## config.mk

```make
export PLATFORM = sky130hd
export DESIGN_NAME = mem_access_unit
export DESIGN_NICKNAME = d
export VERILOG_FILES = /design/src/rtl/mem_access_unit.sv
export SDC_FILE = /design/constraint.sdc
export NUM_CORES = 1
export LEC_CHECK = 0
export BUFFER_PORTS_ARGS = -buffer_cell sky130_fd_sc_hd__buf_2
export CORE_UTILIZATION = 47
export DETAILED_ROUTE_END_ITERATION = 10
export PLACE_DENSITY = 0.81
export SYNTH_ARGS = -nofsm -noshare
export SYNTH_HDL_FRONTEND = slang
export SYNTH_SLANG_ARGS = --single-unit
```

## constraint.sdc

```tcl
create_clock -name clk_i -period 1.95 [get_ports clk_i]
set_input_delay 0.39 -clock clk_i [delete_from_list [all_inputs] [get_ports clk_i]]
set_output_delay 0.39 -clock clk_i [all_outputs]
set_load 0.005 [all_outputs]
```

## src/rtl/mem_access_unit.sv

```systemverilog
`default_nettype none
// ============================================================================
//  Module   : mem_access_unit
//  Purpose  : Load/store unit between the datapath and a combinational-read,
//             synchronous-write word memory (dmem). Supports byte/halfword
//             loads (zero- or sign-extended) and sub-word stores via a
//             two-cycle read-modify-write. Little-endian: byte k of a word is
//             bits [8k+7:8k], selected by Addr[1:0].
//  Config   : ALIGN_CHECK_EN - when defined, misaligned half/word accesses
//             are suppressed and flagged on the sticky Fault_o output. When
//             undefined, low address bits are forced to alignment instead
//             and Fault_o is tied low.
//  Ports    : clk_i        rising-edge clock shared with dmem
//             reset_i      synchronous active-high reset
//             MemWrite_i   store request (held while Stall_o=1)
//             MemRead_i    load request
//             Size_i       00 byte, 01 half, 10/11 word
//             LdSigned_i   1 = sign-extend sub-word loads
//             Addr_i       byte address
//             WData_i      store data, right-aligned
//             RData_o      load result
//             Stall_o      hold pipeline this cycle
//             Fault_o      sticky misalignment flag
//             dA_o/dWD_o/dWE_o  dmem address / write data / write enable
//             dRD_i        dmem combinational read data
//  Revision : 1.0 - initial release
// ============================================================================
module mem_access_unit #(
   parameter int AW = 32,
   parameter int DW = 32
) (
   input  logic          clk_i,
   input  logic          reset_i,
   input  logic          MemWrite_i,
   input  logic          MemRead_i,
   input  logic [1:0]    Size_i,
   input  logic          LdSigned_i,
   input  logic [AW-1:0] Addr_i,
   input  logic [DW-1:0] WData_i,
   output logic [DW-1:0] RData_o,
   output logic          Stall_o,
   output logic          Fault_o,
   output logic [AW-1:0] dA_o,
   output logic [DW-1:0] dWD_o,
   output logic          dWE_o,
   input  logic [DW-1:0] dRD_i
);

   typedef enum logic [0:0] {
      S_IDLE   = 1'b0,
      S_RMW_WR = 1'b1
   } state_t;

   state_t        state_q, state_d;
   logic [DW-1:0] merge_q, merge_d;
   logic [AW-1:0] addr_q, addr_d;

   logic          w_is_byte;
   logic          w_is_half;
   logic          w_is_word;
   logic [1:0]    w_lane;
   logic          w_misaligned;
   logic          w_store;
   logic          w_load;
   logic [DW-1:0] w_merge;
   logic [7:0]    w_ld_byte;
   logic [15:0]   w_ld_half;

   assign w_is_byte = (Size_i == 2'b00);
   assign w_is_half = (Size_i == 2'b01);
   assign w_is_word = Size_i[1];   // 11 is reserved and behaves as a word

`ifdef ALIGN_CHECK_EN
   assign w_lane       = Addr_i[1:0];
   assign w_misaligned = (w_is_half & Addr_i[0]) |
                         (w_is_word & (Addr_i[1:0] != 2'b00));
`else
   // Without checking, low address bits are simply ignored to keep accesses aligned.
   assign w_lane       = w_is_word ? 2'b00 :
                         w_is_half ? {Addr_i[1], 1'b0} : Addr_i[1:0];
   assign w_misaligned = 1'b0;
`endif

   // A simultaneous read and write request is a store.
   assign w_store = MemWrite_i & ~w_misaligned;
   assign w_load  = MemRead_i & ~MemWrite_i & ~w_misaligned;

   // ---------------- load extraction ----------------
   always_comb begin
      w_ld_byte = 8'h00;
      case (w_lane)
         2'd0:    w_ld_byte = dRD_i[7:0];
         2'd1:    w_ld_byte = dRD_i[15:8];
         2'd2:    w_ld_byte = dRD_i[23:16];
         default: w_ld_byte = dRD_i[31:24];
      endcase
      w_ld_half = w_lane[1] ? dRD_i[31:16] : dRD_i[15:0];

      RData_o = '0;
      if (w_load) begin
         if (w_is_byte) begin
            RData_o = {{24{LdSigned_i & w_ld_byte[7]}}, w_ld_byte};
         end else if (w_is_half) begin
            RData_o = {{16{LdSigned_i & w_ld_half[15]}}, w_ld_half};
         end else begin
            RData_o = dRD_i;
         end
      end
   end

   // ---------------- store lane merge ----------------
   // The current memory word with the addressed lane(s) overwritten.
   always_comb begin
      w_merge = dRD_i;
      if (w_is_byte) begin
         case (w_lane)
            2'd0:    w_merge[7:0]   = WData_i[7:0];
            2'd1:    w_merge[15:8]  = WData_i[7:0];
            2'd2:    w_merge[23:16] = WData_i[7:0];
            default: w_merge[31:24] = WData_i[7:0];
         endcase
      end else if (w_lane[1]) begin
         w_merge[31:16] = WData_i[15:0];
      end else begin
         w_merge[15:0]  = WData_i[15:0];
      end
   end

   // ---------------- control ----------------
   always_comb begin
      state_d = state_q;
      merge_d = merge_q;
      addr_d  = addr_q;
      dA_o    = Addr_i;
      dWD_o   = WData_i;
      dWE_o   = 1'b0;
      Stall_o = 1'b0;

      case (state_q)
         S_IDLE: begin
            if (w_store) begin
               if (w_is_word) begin
                  dWE_o = 1'b1;
               end else begin
                  // Read phase: capture the merged word, write it next cycle.
                  Stall_o = 1'b1;
                  merge_d = w_merge;
                  addr_d  = Addr_i;
                  state_d = S_RMW_WR;
               end
            end
         end
         S_RMW_WR: begin
            dA_o    = addr_q;
            dWD_o   = merge_q;
            dWE_o   = 1'b1;
            state_d = S_IDLE;
         end
         default: state_d = S_IDLE;
      endcase

      // Reset suppresses any write, including an in-flight RMW write phase.
      if (reset_i) begin
         dWE_o   = 1'b0;
         Stall_o = 1'b0;
      end
   end

   always_ff @(posedge clk_i) begin
      if (reset_i) begin
         state_q <= S_IDLE;
         merge_q <= '0;
         addr_q  <= '0;
      end else begin
         state_q <= state_d;
         merge_q <= merge_d;
         addr_q  <= addr_d;
      end
   end

`ifdef ALIGN_CHECK_EN
   logic fault_q;

   // Detection only happens in IDLE where requests are accepted.
   always_ff @(posedge clk_i) begin
      if (reset_i) begin
         fault_q <= 1'b0;
      end else if ((state_q == S_IDLE) && w_misaligned && (MemWrite_i | MemRead_i)) begin
         fault_q <= 1'b1;
      end
   end

   assign Fault_o = fault_q;
`else
   assign Fault_o = 1'b0;
`endif

endmodule
`default_nettype wire

```

# Word-level counts from Yosys, hierarchy flattened

Cells that the tools add are included.

Eq/ne operators: 3
Multiplexer cells: 25
Bitwise operators: 6
Reduce and logical (&&, ||, !) cells: 4

Operators by type and width:

| operator                                                              | count |
|---|---|
| 32-bit two-way mux                                                    | 6 |
| 16-bit two-way mux                                                    | 3 |
| 8-bit two-way mux                                                     | 4 |
| 8-bit one-hot mux with 3 select lines                                 | 1 |
| 1-bit two-way mux                                                     | 8 |
| 2-bit by 1-bit equality test with 1-bit output, second input constant | 2 |
| 2-bit zero test                                                       | 2 |
| 1-bit one-hot mux with 2 select lines                                 | 2 |
| 1-bit AND                                                             | 3 |
| 1-bit NOT                                                             | 3 |
| 3-bit AND reduction                                                   | 1 |
| 3-bit OR reduction                                                    | 1 |
| 2-bit equality test, second input constant                            | 1 |
| 2-bit two-way mux                                                     | 1 |

Register bits: 65
Bits of input ports: 103
Output and inout port bits: 99
Word-level logic and storage cells: 41

# Depth between registers and ports, before layout

Word-level depth: 8
Mapped depth: 7
Mapped depth without buffers: 4

# Least setup slack after synthesis

No wires, ideal clock.

Path type: input to output
Start point: input Addr_i[0]
End point: output RData_o[21]
Arrival: 1.453 ns
Required time: 1.560 ns
Path slack: 0.107 ns
Cell stages on the path: 6
Path buffers: 2
Cells stage by stage: buf_6 or3b_1 nand4_2 nand4b_4 buf_6 a21oi_2

Longest elaborated chain between the ends: 7
Elaborated cells between the ends (all ways): 9
Classes of those cells: 2 x eq/ne; 5 x mux; 1 x bitwise; 1 x reduce/logical

RTL lines:

| item                                        | line | RTL |
|---|---|---|
| from (decl)                                 | 38   | `input logic [AW-1:0] Addr_i,` |
| 1-bit two-way mux (*)                       | 80   | `w_is_half ? {Addr_i[1], 1'b0} : Addr_i[1:0];` |
| 2-bit two-way mux (*)                       | 79   | `assign w_lane = w_is_word ? 2'b00 :` |
| 2-bit equality test (tied with other cells) | 91   | `case (w_lane)` |
| 8-bit one-hot mux with 3 select lines (*)   | 91   |  |
| 1-bit AND (*)                               | 102  | `RData_o = {{24{LdSigned_i & w_ld_byte[7]}}, w_ld_byte};` |
| 32-bit two-way mux (*)                      | 101  | `if (w_is_byte) begin` |
| 32-bit two-way mux (*)                      | 100  | `if (w_load) begin` |
| to (decl)                                   | 40   | `output logic [DW-1:0] RData_o,` |

Every way passes the cells marked *; elsewhere a longest branch is shown, timed or not.

# Final worst setup path

Start point: input Addr_i[0]
End point: output RData_o[25]

Same word-level chain as after synthesis.

==> metrics <==
Placed Area=5390 um^2; WHS=between 200 and 300 ps; Fill cells=roughly 730; hold_sp=Addr_i[3]; aggregate global routing overflow=0; Initial Util=49.6%; critical path, cell by cell=buf_8 -> or3b_4 -> nand4_4 -> nand4b_4 -> clkbuf_16 -> a21oi_2 -> buf_2; first-pass GRT wire length=21.4 mm; clk_skew=8.06 ps; violated checks=setup timing; CTS max path bufs=2; cell family with most CP delay=simple AND/OR/NAND/NOR gates; setup violators final=11; IO Port Bufs=200; Clock transition at path regs=80 ps; Arr. time, crit path=1580 ps; Pwr Density=633 nW/um^2; predominant post-synthesis flop cell=dfxtp_1; Seq/Total Area, Yosys=31.3%; leak pwr=2.68 nW; number of global-route vias before repair=4449; Syn-to-layout area delta=39.9%; CTS tree=yes; ratio of cells with drive above 1 in the final layout=50.7%; Netlist Area Pre-Place=approximately 4200 um^2; critical path capture point type=output port; DRT Wirelength=14.4 mm; die area=between 9000 and 10000 um^2; Fin. Hold Viols=0; DRC viols=0; final slew viol count=0; critical path peak fanout=8; unrepaired setup endpoints after global routing=true; CP Launch Type=input port; post-synth cell types=43; Max Clock Freq=0.507 GHz; antenna violations before repair=0; CP bufs+invs=3; post-detail-place hpwl=between 10 and 15 mm; Avg Inst Size Synth=8.08 um^2; htree depth=3; syn nets=618; Post-synth EDFFs=0; outcome=finished, violations left; Synth async-reset ratio=0%; Final WS setup=-22.5 ps; number of synthesized register bits=65; Peak VDD IR=0.000344 V; antenna violation net count after detailed routing=0; slowest CP cell=or3b_4; routed vias/inst=between 5 and 6; Avg WL per Cell=17.3 um; 1st-iter DRT viols=~250; Gate Count Post-Synth=515; Reg area=1310 um^2; Rel. slew slack=23.9%; # IOs=a little over 200; Reg-to-Reg Start=state_q; drt pass-1 iters=4; worst skew pair latency=340 ps; # Max-Cap Violations=0; final worst-path cycle share=101%; critical path class=input port to output port; cts bufs inserted=9; yosys warns=0; antenna cells=0; die width=96.1 um; Total GRT Usage=30.3%; Final Instance Area=5820 um^2; CP max stage delay=400 ps; Root Buffer=clkbuf_8; CP Launch Point=Addr_i[0]; Final min period=1970 ps; FP Rows=33; nets=824; Multi-input gate area=approximately 2700 um^2; Worst Hold Class=input port to flip-flop; core area=8380 um^2; Routability Congestion=roughly 0.95; clock tree sinks=65; Slew @ Worst Pin=~1100 ps; die height=96.1 um; largest net degree at the start of global routing=37; DR vias=4673; Required @ worst endpoint=roughly 1600 ps
worst reg2reg max path, delay by kind of cell (launching register included):
kind | cells | cell delay, ps
AND/OR/NAND/NOR | 3 | 1100
flip-flops | 1 | 430
AO/OA/AOI/OAI | 1 | 140
metal layers:
| layer | vias to the layer above | part of all wire, % | track usage [%] |
|---|---|---|---|
| met5 | - | 0 | 0 |
| met4 | 0 | 2.9 | 13.6 |
| met3 | 27 | 9.2 | 4.82 |
| met2 | 260 | 47 | 51.9 |
| met1 | 2139 | 41 | 37.3 |
| li1 | 2247 | - | - |
layout by cell type (no fill, tap or decap), types with 2 or more instances in the layout:
cell and count:
buf_2 196, nor3_1 6, mux2i_1 17, buf_8 2, nand2_1 81, o21ai_1 11, a21oi_2 20, bufinv_16 2
nor2_1 27, mux2_2 65, buf_6 2, o21ai_2 2, a221oi_2 8, or2_2 6, clkinvlp_4 2, buf_12 4
nor2_4 2, o221ai_1 6, o22ai_1 25, a211oi_1 16, inv_1 25, clkbuf_8 11, buf_4 32, o21ai_0 25
a21oi_1 37, dfxtp_1 64, nand3_1 7
power breakdown:
part	switching (W)	internal, W
clock network	0.000510	0.000790
registers	0.0000395	0.00140
logic	0.000495	0.000449
total	0.00104	0.00264
layout make-up:
class | count | share of cell area, %
Multi-Input combinational cell | 381 | 45.9
Timing Repair Buffer | 238 | 23.8
Sequential cell | 65 | 22.4
Clock buffer | 12 | 2.66
Tap cell | 105 | 2.26
Inverter | 26 | 1.68
Clock inverter | 4 | 1.29
synth_stat cells (3+ instances only):
master	number	area, um^2
a211oi_1	16	120
a21oi_1	47	235
a21oi_2	10	87.6
a221oi_1	8	70.1
buf_1	6	22.5
buf_2	16	80.1
buf_4	3	22.5
buf_6	3	33.8
clkbuf_1	14	52.6
dfxtp_1	65	1300
inv_1	25	93.8
mux2_2	65	732
mux2i_1	17	170
nand2_1	81	304
nand3_1	7	35.0
nor2_1	28	105
nor3_1	6	30.0
o21ai_0	27	135
o21ai_1	11	55.1
o221ai_1	7	61.3
o22ai_1	25	156
or2_2	6	37.5
registers in the layout (all words and copies together) (netlist names):
signal,flops
state_q,1
merge_q,32
addr_q,32
logic make-up (layout without fill, tap and decap cells):
kind of cell	Yosys count	count (layout)	share of synthesized area, %
AOI/OAI and AO/OA	156	156	23.4
and+or+nand+nor	142	142	15.8
muxes	82	82	21.7
buffers and inverters	69	280	7.79
other	1	1	0.0901
DFF	65	65	31.3
worst paths after layout:
path	cells past startpoint	endpoint	slack (ps)
worst max register to register	4	merge_q[25]	220
worst max-delay path	7	RData_o[25]	-20
worst min register to register	2	merge_q[15]	450
worst min-delay path	3	addr_q[3]	300
what timing repair did:
item / 4_1_cts / 5_1_grt
setup endpoints to repair: 79 / 31
resized for setup: 29 / 12
cloned: 1 / 0
buffers inserted: 2 / 0
pin swaps: 5 / 3
hold buffers: 0 / 0
hold endpoints to repair: 0 / 0
per-stage QoR:
step | cells | util (%) | total power [W] | setup TNS, ps | setup slack (ps)
floorplan | 515 | - | 0.00193 | 0 | 107
global placement | 812 | 64.3 | 0.00233 | -1780 | -96.1
CTS | 831 | 69.0 | 0.00370 | -420 | -36.8
global route | 831 | 69.5 | 0.00385 | -1080 | -70.5
finish | 831 | 69.5 | 0.00368 | -166 | -22.5
detailed placement | 812 | 64.3 | 0.00235 | -2190 | -130
No activity file was read; power rests on OpenSTA's default activity.
